$ cat src/rtl/lsu_pkg.sv
// Shared types and constants for the load/store unit.
// Pure declarations: no logic, no latency, no flow control.
// Imported by load_store_unit and lsu_byte_lane.
package lsu_pkg;

  typedef enum logic [1:0] {SZ_BYTE, SZ_HALF, SZ_WORD} lsu_size_e;

  typedef enum logic [1:0] {IDLE, RD, WR, RESP} lsu_state_e;

  localparam int WORD_BYTES = 4;

endpackage

$ cat src/rtl/lsu_byte_lane.sv
// Lane steering for the load/store unit: sub-word store merge and load extract/extend.
// Purely combinational, zero latency.
// No flow control; outputs follow inputs.
module lsu_byte_lane
  import lsu_pkg::*;
(
  input  logic [31:0]                   word_q,
  input  logic [31:0]                   wdata,
  input  logic [1:0]                    size,
  input  logic [$clog2(WORD_BYTES)-1:0] offset,
  input  logic                          is_signed,
  output logic [31:0]                   merged,
  output logic [31:0]                   rdata
);

  logic [7:0]  ld_byte;
  logic [15:0] ld_half;

  // Store merge: keep the fetched word and overwrite only the addressed lane.
  always_comb begin
    merged = wdata;
    if (size == SZ_BYTE) begin
      merged = word_q;
      merged[{offset, 3'b000} +: 8] = wdata[7:0];
    end else if (size == SZ_HALF) begin
      merged = word_q;
      merged[{offset[1], 4'b0000} +: 16] = wdata[15:0];
    end
  end

  always_comb begin
    ld_byte = word_q[{offset, 3'b000} +: 8];
    ld_half = word_q[{offset[1], 4'b0000} +: 16];
    case (size)
      SZ_BYTE: rdata = {{24{is_signed & ld_byte[7]}}, ld_byte};
      SZ_HALF: rdata = {{16{is_signed & ld_half[15]}}, ld_half};
      default: rdata = word_q;
    endcase
  end

endmodule

$ cat src/rtl/load_store_unit.sv
// Load/store sequencer for single-ported data_memory; sub-word stores are read-modify-write. Optional LSU_STATS_EN adds load/store counters.
// Latency handshake->resp_valid: load 2, word store 2, sub-word store 3, error 1.
// One request in flight; req_ready low until the response is taken by resp_ready.
module load_store_unit
  import lsu_pkg::*;
#(
  parameter int MEM_AW = 8,
  parameter int ADDR_W = 32
) (
  input  logic              clk,
  input  logic              rst,
  input  logic              req_valid,
  output logic              req_ready,
  input  logic              req_write,
  input  logic [1:0]        req_size,
  input  logic              req_signed,
  input  logic [ADDR_W-1:0] req_addr,
  input  logic [31:0]       req_wdata,
  output logic              resp_valid,
  input  logic              resp_ready,
  output logic [31:0]       resp_rdata,
  output logic              resp_err,
  output logic [31:0]       mem_addr,
  output logic [31:0]       mem_write_data,
  output logic              mem_write,
  output logic              mem_read,
  input  logic [31:0]       mem_read_data
`ifdef LSU_STATS_EN
  ,
  output logic [15:0]       load_count,
  output logic [15:0]       store_count
`endif
);

  lsu_state_e        state, state_nxt;
  logic              write_q, signed_q, err_q;
  logic [1:0]        size_q;
  logic [ADDR_W-1:0] addr_q;
  logic [31:0]       wdata_q, word_q;
  logic              req_hs, req_err, misaligned, out_of_range, bad_size;
  logic [31:0]       lane_merged, lane_rdata, word_addr;

  assign req_hs       = req_valid && req_ready;
  assign out_of_range = (req_addr >> MEM_AW) != '0;
  assign req_err      = misaligned | out_of_range | bad_size;
  assign word_addr    = 32'({addr_q[ADDR_W-1:2], 2'b00});

  always_comb begin
    misaligned = 1'b0;
    bad_size   = 1'b0;
    case (req_size)
      SZ_BYTE: misaligned = 1'b0;
      SZ_HALF: misaligned = req_addr[0];
      SZ_WORD: misaligned = (req_addr[1:0] != 2'b00);
      default: bad_size = 1'b1;
    endcase
  end

  lsu_byte_lane u_lane (
    .word_q    (word_q),
    .wdata     (wdata_q),
    .size      (size_q),
    .offset    (addr_q[1:0]),
    .is_signed (signed_q),
    .merged    (lane_merged),
    .rdata     (lane_rdata)
  );

  always_ff @(posedge clk or negedge rst) begin
    if (!rst) begin
      state    <= IDLE;
      write_q  <= 1'b0;
      signed_q <= 1'b0;
      err_q    <= 1'b0;
      size_q   <= 2'b00;
      addr_q   <= '0;
      wdata_q  <= '0;
      word_q   <= '0;
    end else begin
      state <= state_nxt;
      if (req_hs) begin
        write_q  <= req_write;
        signed_q <= req_signed;
        err_q    <= req_err;
        size_q   <= req_size;
        addr_q   <= req_addr;
        wdata_q  <= req_wdata;
      end
      if (state == RD) word_q <= mem_read_data;
    end
  end

  always_comb begin
    state_nxt      = state;
    req_ready      = 1'b0;
    resp_valid     = 1'b0;
    resp_rdata     = '0;
    resp_err       = 1'b0;
    mem_addr       = '0;
    mem_write_data = '0;
    mem_write      = 1'b0;
    mem_read       = 1'b0;
    case (state)
      IDLE: begin
        req_ready = 1'b1;
        if (req_valid) begin
          if (req_err)                                state_nxt = RESP;
          else if (!req_write || req_size != SZ_WORD) state_nxt = RD;
          else                                        state_nxt = WR;
        end
      end
      RD: begin
        mem_read  = 1'b1;
        mem_addr  = word_addr;
        state_nxt = write_q ? WR : RESP;
      end
      WR: begin
        mem_write      = 1'b1;
        mem_addr       = word_addr;
        mem_write_data = lane_merged;
        state_nxt      = RESP;
      end
      RESP: begin
        resp_valid = 1'b1;
        resp_err   = err_q;
        // Stores and faulted accesses return zero data.
        resp_rdata = (err_q || write_q) ? 32'h0 : lane_rdata;
        if (resp_ready) state_nxt = IDLE;
      end
      default: state_nxt = IDLE;
    endcase
  end

`ifdef LSU_STATS_EN
  logic resp_done;
  assign resp_done = (state == RESP) && resp_ready && !err_q;

  always_ff @(posedge clk or negedge rst) begin
    if (!rst) begin
      load_count  <= '0;
      store_count <= '0;
    end else if (resp_done) begin
      if (write_q && store_count != 16'hFFFF)  store_count <= store_count + 16'd1;
      if (!write_q && load_count != 16'hFFFF)  load_count  <= load_count + 16'd1;
    end
  end
`endif

endmodule

$ cat config.mk
export PLATFORM = sky130hd
export DESIGN_NAME = load_store_unit
export DESIGN_NICKNAME = d
export VERILOG_FILES = /design/src/rtl/lsu_pkg.sv /design/src/rtl/lsu_byte_lane.sv /design/src/rtl/load_store_unit.sv
export SDC_FILE = /design/constraint.sdc
export NUM_CORES = 1
export LEC_CHECK = 0
export CORE_MARGIN = 2
export CORE_UTILIZATION = 42
export CTS_CLUSTER_DIAMETER = 30
export DETAILED_ROUTE_END_ITERATION = 16
export PLACE_DENSITY = 0.77
export REMOVE_ABC_BUFFERS = 1
export SLEW_MARGIN = 20
export SYNTH_ARGS = -nofsm -noshare
export SYNTH_HDL_FRONTEND = slang
export SYNTH_SLANG_ARGS = --single-unit
$ cat constraint.sdc
create_clock -name clk -period 2.5 [get_ports clk]
set_clock_uncertainty 0.15 [all_clocks]
set_input_delay 0.5 -clock clk [delete_from_list [all_inputs] [get_ports clk]]
set_output_delay 0.5 -clock clk [all_outputs]
set_load 0.01 [all_outputs]
---- After elaboration in Yosys (flattened, before gate mapping) ----
Cells that the tools add are included.
operators by class
  $add $sub $neg .......................... 2
  equal/unequal tests ..................... 9
  shifts and indexed selects .............. 6
  multiplexer cells ....................... 22
  bitwise operators ....................... 4
  reductions and logical operators ........ 12
operator list
  kind                                                    number
  two-way mux 32 bit                                      6
  bitwise mux 32 bit                                      2
  case mux 32 bit (2 select lines)                        1
  nonzero test 32 bit                                     1
  variable shift 16 x 7 -> 32 bit (first input constant)  1
  variable shift 8 x 7 -> 32 bit (first input constant)   1
  indexed part select 16 x 7 -> 32 bit                    1
  indexed part select 32 x 6 -> 16 bit                    1
  indexed part select 32 x 6 -> 8 bit                     1
  indexed part select 8 x 7 -> 32 bit                     1
  negator 5 -> 7 bit                                      2
  two-way mux 2 bit                                       4
  case mux 2 bit (4 select lines)                         1
  two-way mux 1 bit                                       7
  == test 2 x 1 -> 1 bit (second input constant)          3
  == test 2 bit (second input constant)                   3
  logical NOT 2 bit                                       3
  != test 2 bit (second input constant)                   3
  OR reduction 3 bit                                      1
  AND 1 bit                                               2
  logical OR 1 bit                                        2
  bitwise OR 1 bit                                        2
  case mux 1 bit (2 select lines)                         1
  AND reduction 2 bit                                     1
  other kinds (4)                                         4
word-level totals
  register bits ........................... 103
  output and inout port bits .............. 101

---- Logic depth before layout (Yosys ltp) ----
Gate-level depths: netlist of the first run.
  depth after elaboration ................. 7
  mapped depth ............................ 8

---- Modules after synthesis ----
Synthesis of the first run repeated with hierarchy kept, for this count alone.
unflattened totals
  cells, all modules ...................... 624
  area, all modules ....................... 6,691.4 µm²
modules (own cells, without submodules)
  module           times used  cells an instance  area an instance (µm²)
  load_store_unit  1           369                4,912.2
  lsu_byte_lane    1           255                1,779.2

---- Worst setup path after synthesis of the first run ----
OpenSTA, ideal clock, no wires.
  kind .................................... register to output
  start point ............................. register addr_q[1]
  end point ............................... output port mem_write_data[30]
  arrival time ............................ 2.116 ns
  required time ........................... 1.850 ns
  setup slack ............................. -0.266 ns
  cell stages (with the launch flop) ...... 8
  buffers on the path ..................... 2
  cells stage by stage .................... dfrtp_1 -> buf_6 -> buf_2 -> inv_1 -> ha_1 -> nor4_2 -> a221oi_1 -> nor3_1
on the way
  word-level cells in the longest chain between the ends .. 6
  elaborated cells between the ends (all ways) .. 11
  those cells by class .................... add/sub: 2; shift: 4; mux: 5
RTL lines
  what                                                                                            RTL line                text
  start: declaration                                                                              load_store_unit.sv:38   logic [ADDR_W-1:0] addr_q;
  start signal: assignment                                                                        load_store_unit.sv:86   addr_q <= req_addr;
  negator 5 -> 7 bit                                                                              lsu_byte_lane.sv:27     merged[{offset[1], 4'b0000} +: 16] = wdata[15:0];
  indexed part select 16 x 7 -> 32 bit / variable shift 16 x 7 -> 32 bit (equally long branches)  lsu_byte_lane.sv:27
  bitwise mux 32 bit                                                                              lsu_byte_lane.sv:27
  two-way mux 32 bit                                                                              lsu_byte_lane.sv:25     end else if (size == SZ_HALF) begin
  two-way mux 32 bit (*)                                                                          lsu_byte_lane.sv:22     if (size == SZ_BYTE) begin
  two-way mux 32 bit (*)                                                                          load_store_unit.sv:103  case (state)
  end: declaration                                                                                load_store_unit.sv:24   output logic [31:0] mem_write_data,
Mark *: on every way between the ends. The rest lies on a longest branch, timed or not.

---- Final worst setup path of the first run ----
  start point ............................. register addr_q[0]
  end point ............................... output port mem_write_data[27]
on the way
  word-level cells in the longest chain between the ends .. 5
  elaborated cells between the ends (all ways) .. 6
  those cells by class .................... add/sub: 1; shift: 2; mux: 3
RTL lines
  what                                                                                          RTL line                text
  negator 5 -> 7 bit (*)                                                                        lsu_byte_lane.sv:24     merged[{offset, 3'b000} +: 8] = wdata[7:0];
  indexed part select 8 x 7 -> 32 bit / variable shift 8 x 7 -> 32 bit (equally long branches)  lsu_byte_lane.sv:24
  bitwise mux 32 bit (*)                                                                        lsu_byte_lane.sv:24
  two-way mux 32 bit (*)                                                                        lsu_byte_lane.sv:22
  two-way mux 32 bit (*)                                                                        load_store_unit.sv:103
Marked as above.

==> metrics.csv, run 1 <==
metric,value,unit
clockPowerShare,9.4,%
synthArstFlopShare,100.0,%
synth-simple-area-share,11.97,%
ant_nets,0,
n_antenna_cell,0,
syn_to_final_growth,66.39,%
htreeDepth,3,
worstHoldPathCells,1,
max-clock-path-buffers,2,
start_util,43.20,%
worstSetupPathType,flop to output pin,
finalPower,14980,µW
gp_congestion,0.8907,
layout-drive-gt1-share,55.90,%
rsz0062_at_grt,yes,
synth_flop_cell,dfrtp_1,
synth_top_cell_area_share,42.82,%
setup_tns,-13.46,ns
netlist_instances,569,
syn_avg_cell_area,10.58,µm²
powerDensity,1496,nW/µm²
fp.dieH,123.7,µm
grt_pass1_vias,6450,
synth_common_cells,"111 x mux2_2, 103 x dfrtp_1, 43 x nor2_1",
synth-edff-count,0,
cts.reportedPaths.clkPinSlew,0.07,ns
critPathMaxStageDelay,0.42,ns
dr.pass1.iters,4,
p_sw,6537,µW
ys_warn_count,0,
synth_cell_types,43,
pre_cts_slack,-0.4554,ns
end_kind,output pin,
regArea,2580,µm²
relSlewSlack,63.14,%
grt_use_met2,49.38,%
synth_area_leaders,"dfrtp_1 43%, mux2_2 21%, a221oi_1 4.2%",
drt_wl_total,23030,µm
required,1.85,ns
fmax,352.2,MHz
setup_slack,-0.3395,ns
synth_xor_area_share,0,%
max_cap_viol_count,0,
period_share,113.6,%
reg2reg_depth,9,
rows,43,
hp-class,flop to flop,
startpoint_type,flop,
via_count,6209,
max-vdd-ir-drop,0.7585,mV
finalSetupViolCount,64,
io_buffers,202,
status,"finished, violations left",
drt_iter0_markers,445,
multi_input_area,3926,µm²
clk-insertion-delay-late,0.36,ns
synth.largest_area_cell,dfrtp_1,
hold_violations,0,
p_int,8444,µW
met1_usage,35.15,%
die_area,15310,µm²
hpwl,15660,µm
synth.most_common_cell,mux2_2,
grt_pass1_wl,34340,µm
antenna_found_initial,0,
clkSinkCount,103,
seq_power_share,23.2,%
track_usage,29.51,%
io_pins,205,
post-route-drc-count,0,
grt_busiest_layer,met2,
overflow,0,
worst_pin_slew,0.5530,ns
post-route-util,71.88,%
netlist_area,6020,µm²
place_inst,1003,
ys_seq_area_share,42.82,%
final_nets,993,
synth_compound_area_share,14.74,%
wl_per_cell,21.68,µm
grt_max_degree,39,
fillCellCount,941,
use_met3,8.700,%
numCtsBuffers,9,
p_sw_share,43.64,%
worstPathMaxFanout,4,
worst_path_max_delay_cell,dfrtp_1,
power_leakage,0.004374,µW
cts_tree,yes,
violations,negative setup slack,
synth_adder_area_share,2.494,%
worstPathCellList,"inv_2, ha_4, nor4_4, buf_4, a221oi_1, nor3_1, buf_2",
yosys_register_bits,103,
fin_crit,2.840,ns
stdcell_count,1062,
power_frac_comb,67.4,%
die_w,123.7,µm
worst_ep_arrival_time,2.19,ns
vias_per_cell,5.847,
cts-root-buf,clkbuf_16,
synthMuxAreaShare,23.43,%
finalMaxSlewViolations,0,
synth_top_family_by_area,multiplexers,
core,13930,µm²
[cell families after synthesis]
group,count (synthesis)
flops,103
fa+ha+maj,12
buf+inv,61
simple gates,141
other cells,1
mux,122
compound gates,129
[worst paths after layout]
| kind | from | endpoint | slack [ns] |
|---|---|---|---|
| max | addr_q[0] | mem_write_data[27] | -0.34 |
| min | addr_q[20] | addr_q[20] | 0.35 |
| max reg2reg | state[1] | state[0] | 0.26 |
| min reg2reg | addr_q[20] | addr_q[20] | 0.35 |
| max in group asynchronous | rst | state[0] | 0.97 |
| min in group asynchronous | rst | addr_q[7] | 0.48 |
[worst max-delay path: cells and delay by family, from the launching register on]
| family | cells | cell delay, ns |
|---|---|---|
| and+or+nand+nor | 2 | 0.54 |
| buffers and inverters | 3 | 0.53 |
| DFF | 1 | 0.42 |
| adders and majority gates | 1 | 0.25 |
| AOI/OAI and AO/OA | 1 | 0.09 |
[routing by layer]
layer / wire length (µm) / vias up
li1: - / 2720
met1: 8653 / 3083
met2: 11270 / 337
met3: 2249 / 69
met4: 855 / 0
met5: 0 / -
[layout make-up]
type,instances,area share (%)
multi-input combinational,406,39.20
timing repair buffer,337,29.02
sequential,103,25.76
clock buffer,11,2.523
tap,180,2.249
inverter,19,0.7995
clock inverter,5,0.3997
timing repair inverter,1,0.04997
[registers in the layout, indices dropped and copies added (netlist names)]
signal	flops
size_q	2
err_q	1
write_q	1
addr_q	32
signed_q	1
state	2
word_q	32
wdata_q	32
[power groups by stage]
stage / registers [µW] / logic [µW] / clock network, µW
finish: 3480 / 10100 / 1410
global route: 3550 / 10700 / 1470
CTS: 3360 / 9250 / 1420
detailed placement: 3330 / 8130 / 0
global placement: 3280 / 8030 / 0
floorplan: 3170 / 4060 / 0
[stage by stage]
stage / hold slack, ns / cell area [µm²]
global placement: 0.3301 / 8859
CTS: 0.3573 / 9684
floorplan: 0.05441 / 5824
global route: 0.3683 / 10020
detailed placement: 0.3392 / 8859
finish: 0.3543 / 10020
[cells in the final DEF, fill, tap and decap left out, types with 10 or more instances in the layout]
cell / count
dfrtp_1: 101
a221oi_2: 23
nor2_1: 22
buf_2: 58
a211oi_2: 10
clkdlybuf4s50_1: 104
nand2_1: 20
inv_1: 12
o21ai_0: 24
buf_6: 42
clkbuf_2: 23
buf_4: 94
nor3_2: 15
and2_1: 31
mux2_2: 111
nor2_2: 12
o22ai_1: 20
[repair_timing]
item | in CTS | in global routing
endpoints found under the setup margin | 95 | 76
setup buffers | 30 | 16
hold buffers | 1 | 0
pin swaps | 55 | 48
hold endpoints to repair | 32 | 0
gates cloned | 1 | 1
gates resized for setup | 454 | 128
Note: power is estimated with default switching activity, not from simulation.
==> run 2, diff against run 1 <==
--- a/config.mk
+++ b/config.mk
@@ -11,6 +11,7 @@
 export DETAILED_ROUTE_END_ITERATION = 16
 export PLACE_DENSITY = 0.77
 export REMOVE_ABC_BUFFERS = 1
+export SKIP_CTS_REPAIR_TIMING = 1
 export SLEW_MARGIN = 20
 export SYNTH_ARGS = -nofsm -noshare
 export SYNTH_HDL_FRONTEND = slang
==> run 2 against run 1 <==
Die area stayed put; combinational power down 5%; the flow still finishes with violations (negative setup slack); via count down 2.4%; final area fell by 1.0%; core utilization is 0.74 points lower; highest routed layer unchanged; global-route usage is 2.3 points lower; worst hold slack barely moved; critical path depth increased by 1; register-to-register slack improved by 0.09 ns; maximum frequency down 0.28%.
==> metrics.csv, run 2 (synthesis gave the netlist of run 1 again) <==
metric,value,unit
ant_nets,0,
top_regs,"addr_q x32, wdata_q x32, word_q x32",
grt_pass1_wl,31770,µm
clk-insertion-delay-late,0.36,ns
crit_family,buffers and inverters,
fp.dieH,123.7,µm
status,"finished, violations left",
rows,43,
postPlaceCellArea,8859,µm²
setup_slack,-0.3474,ns
antenna_found_initial,0,
n_antenna_cell,0,
vias_per_cell,5.789,
fmax,351.2,MHz
hold_violations,0,
required,1.85,ns
worstPathMaxFanout,4,
cts-root-buf,clkbuf_16,
clkSinkCount,103,
hpwl,15660,µm
pre_cts_slack,-0.4554,ns
drt_wl_total,22620,µm
dr.pass1.iters,5,
powerDensity,1461,nW/µm²
grt_pass1_vias,5932,
period_share,113.9,%
final_cell_area,9913,µm²
worst_path_max_delay_cell,dfrtp_2,
overflow,0,
drt_iter0_markers,375,
max_cap_viol_count,0,
cts_tree,yes,
core,13930,µm²
finalPower,14490,µW
worstSetupPathType,flop to output pin,
end_kind,output pin,
startpoint_type,flop,
worst_pin_slew,0.5399,ns
htreeDepth,3,
numCtsBuffers,9,
final_common_cell,mux2_2,
post-route-drc-count,0,
path_buf_inv,3,
io_buffers,202,
fin_crit,2.847,ns
wl_per_cell,21.60,µm
gp_congestion,0.8907,
rsz0062_at_grt,yes,
finalSetupViolCount,64,
power_leakage,0.004789,µW
violations,negative setup slack,
die_area,15310,µm²
die_w,123.7,µm
hp-class,flop to flop,
cts.reportedPaths.clkPinSlew,0.07,ns
syn_to_final_growth,64.69,%
critPathMaxStageDelay,0.42,ns
start_util,43.20,%
setup_tns,-13.88,ns
track_usage,27.22,%
relSlewSlack,64.01,%
grt_max_degree,39,
io_pins,205,
max-vdd-ir-drop,0.7871,mV
via_count,6061,
fillCellCount,960,
worstPathCellList,"inv_4, ha_4, nand2_4, nor3_4, buf_6, a221oi_2, a211oi_2, buf_2",
final_nets,978,
worst_ep_arrival_time,2.20,ns
finalMaxSlewViolations,0,
max-clock-path-buffers,2,
whs,0.3539,ns
mostFrequentLayoutCells,"111 x mux2_2, 104 x clkdlybuf4s50_1, 100 x dfrtp_1",
layout-drive-gt1-share,48.44,%
-- run 2: worst register-to-register path: stages, from the launching register on --
cell      delay (ns)
dfrtp_1         0.42
buf_4           0.15
inv_1           0.12
ha_2            0.25
buf_4           0.45
inv_1           0.08
o211ai_1        0.19
mux2i_1         0.10
a41oi_1         0.17
-- run 2: layout make-up --
type	instances	area (µm²)	share of cell area, %
Multi-Input combinational cell	406	3789	38.22
Tap cell	180	225.2	2.272
Inverter	19	77.57	0.7825
Clock buffer	11	252.7	2.550
Timing Repair inverter	1	5.005	0.05049
Sequential cell	103	2581	26.04
Timing Repair Buffer	322	2943	29.69
Clock inverter	5	40.04	0.4039
-- run 2: where the power goes --
group          internal (µW)  switching, µW
logic                   4970           4660
clock network            740            663
registers               2530            922
-- run 2: worst paths after layout --
kind                           start  slack, ns  cells after the start                 to
setup / recovery           addr_q[1]      -0.35                      8  mem_write_data[9]
hold / removal             addr_q[6]       0.35                      1          addr_q[6]
setup reg to reg            state[1]       0.35                      8           state[0]
hold reg to reg            addr_q[6]       0.35                      1          addr_q[6]
min in group asynchronous        rst       0.49                      2          addr_q[7]
max in group asynchronous        rst       0.97                      3           state[0]
-- run 2: per-layer routing --
| layer | up-vias | GRT usage (%) | routed length [µm] |
|---|---|---|---|
| met5 | - | 0 | 0 |
| met4 | 0 | 8.594 | 602 |
| met3 | 58 | 9.341 | 2234 |
| met2 | 328 | 44.27 | 11150 |
| met1 | 2993 | 34.14 | 8634 |
| li1 | 2682 | - | - |
-- run 2: stage by stage --
step	instances	util, %
3_3_place_gp	1003	63.57
5_1_grt	1047	71.14
4_1_cts	1019	65.67
2_1_floorplan	528	-
3_5_place_dp	1003	63.57
6_report	1047	71.14
==> run 3, diff against run 2 <==
--- a/config.mk
+++ b/config.mk
@@ -12,7 +12,7 @@
 export PLACE_DENSITY = 0.77
 export REMOVE_ABC_BUFFERS = 1
 export SKIP_CTS_REPAIR_TIMING = 1
-export SLEW_MARGIN = 20
+export SLEW_MARGIN = 30
 export SYNTH_ARGS = -nofsm -noshare
 export SYNTH_HDL_FRONTEND = slang
 export SYNTH_SLANG_ARGS = --single-unit
==> results of run 3 <==
No change in the layout: final DEF, timing and power equal those of run 2.
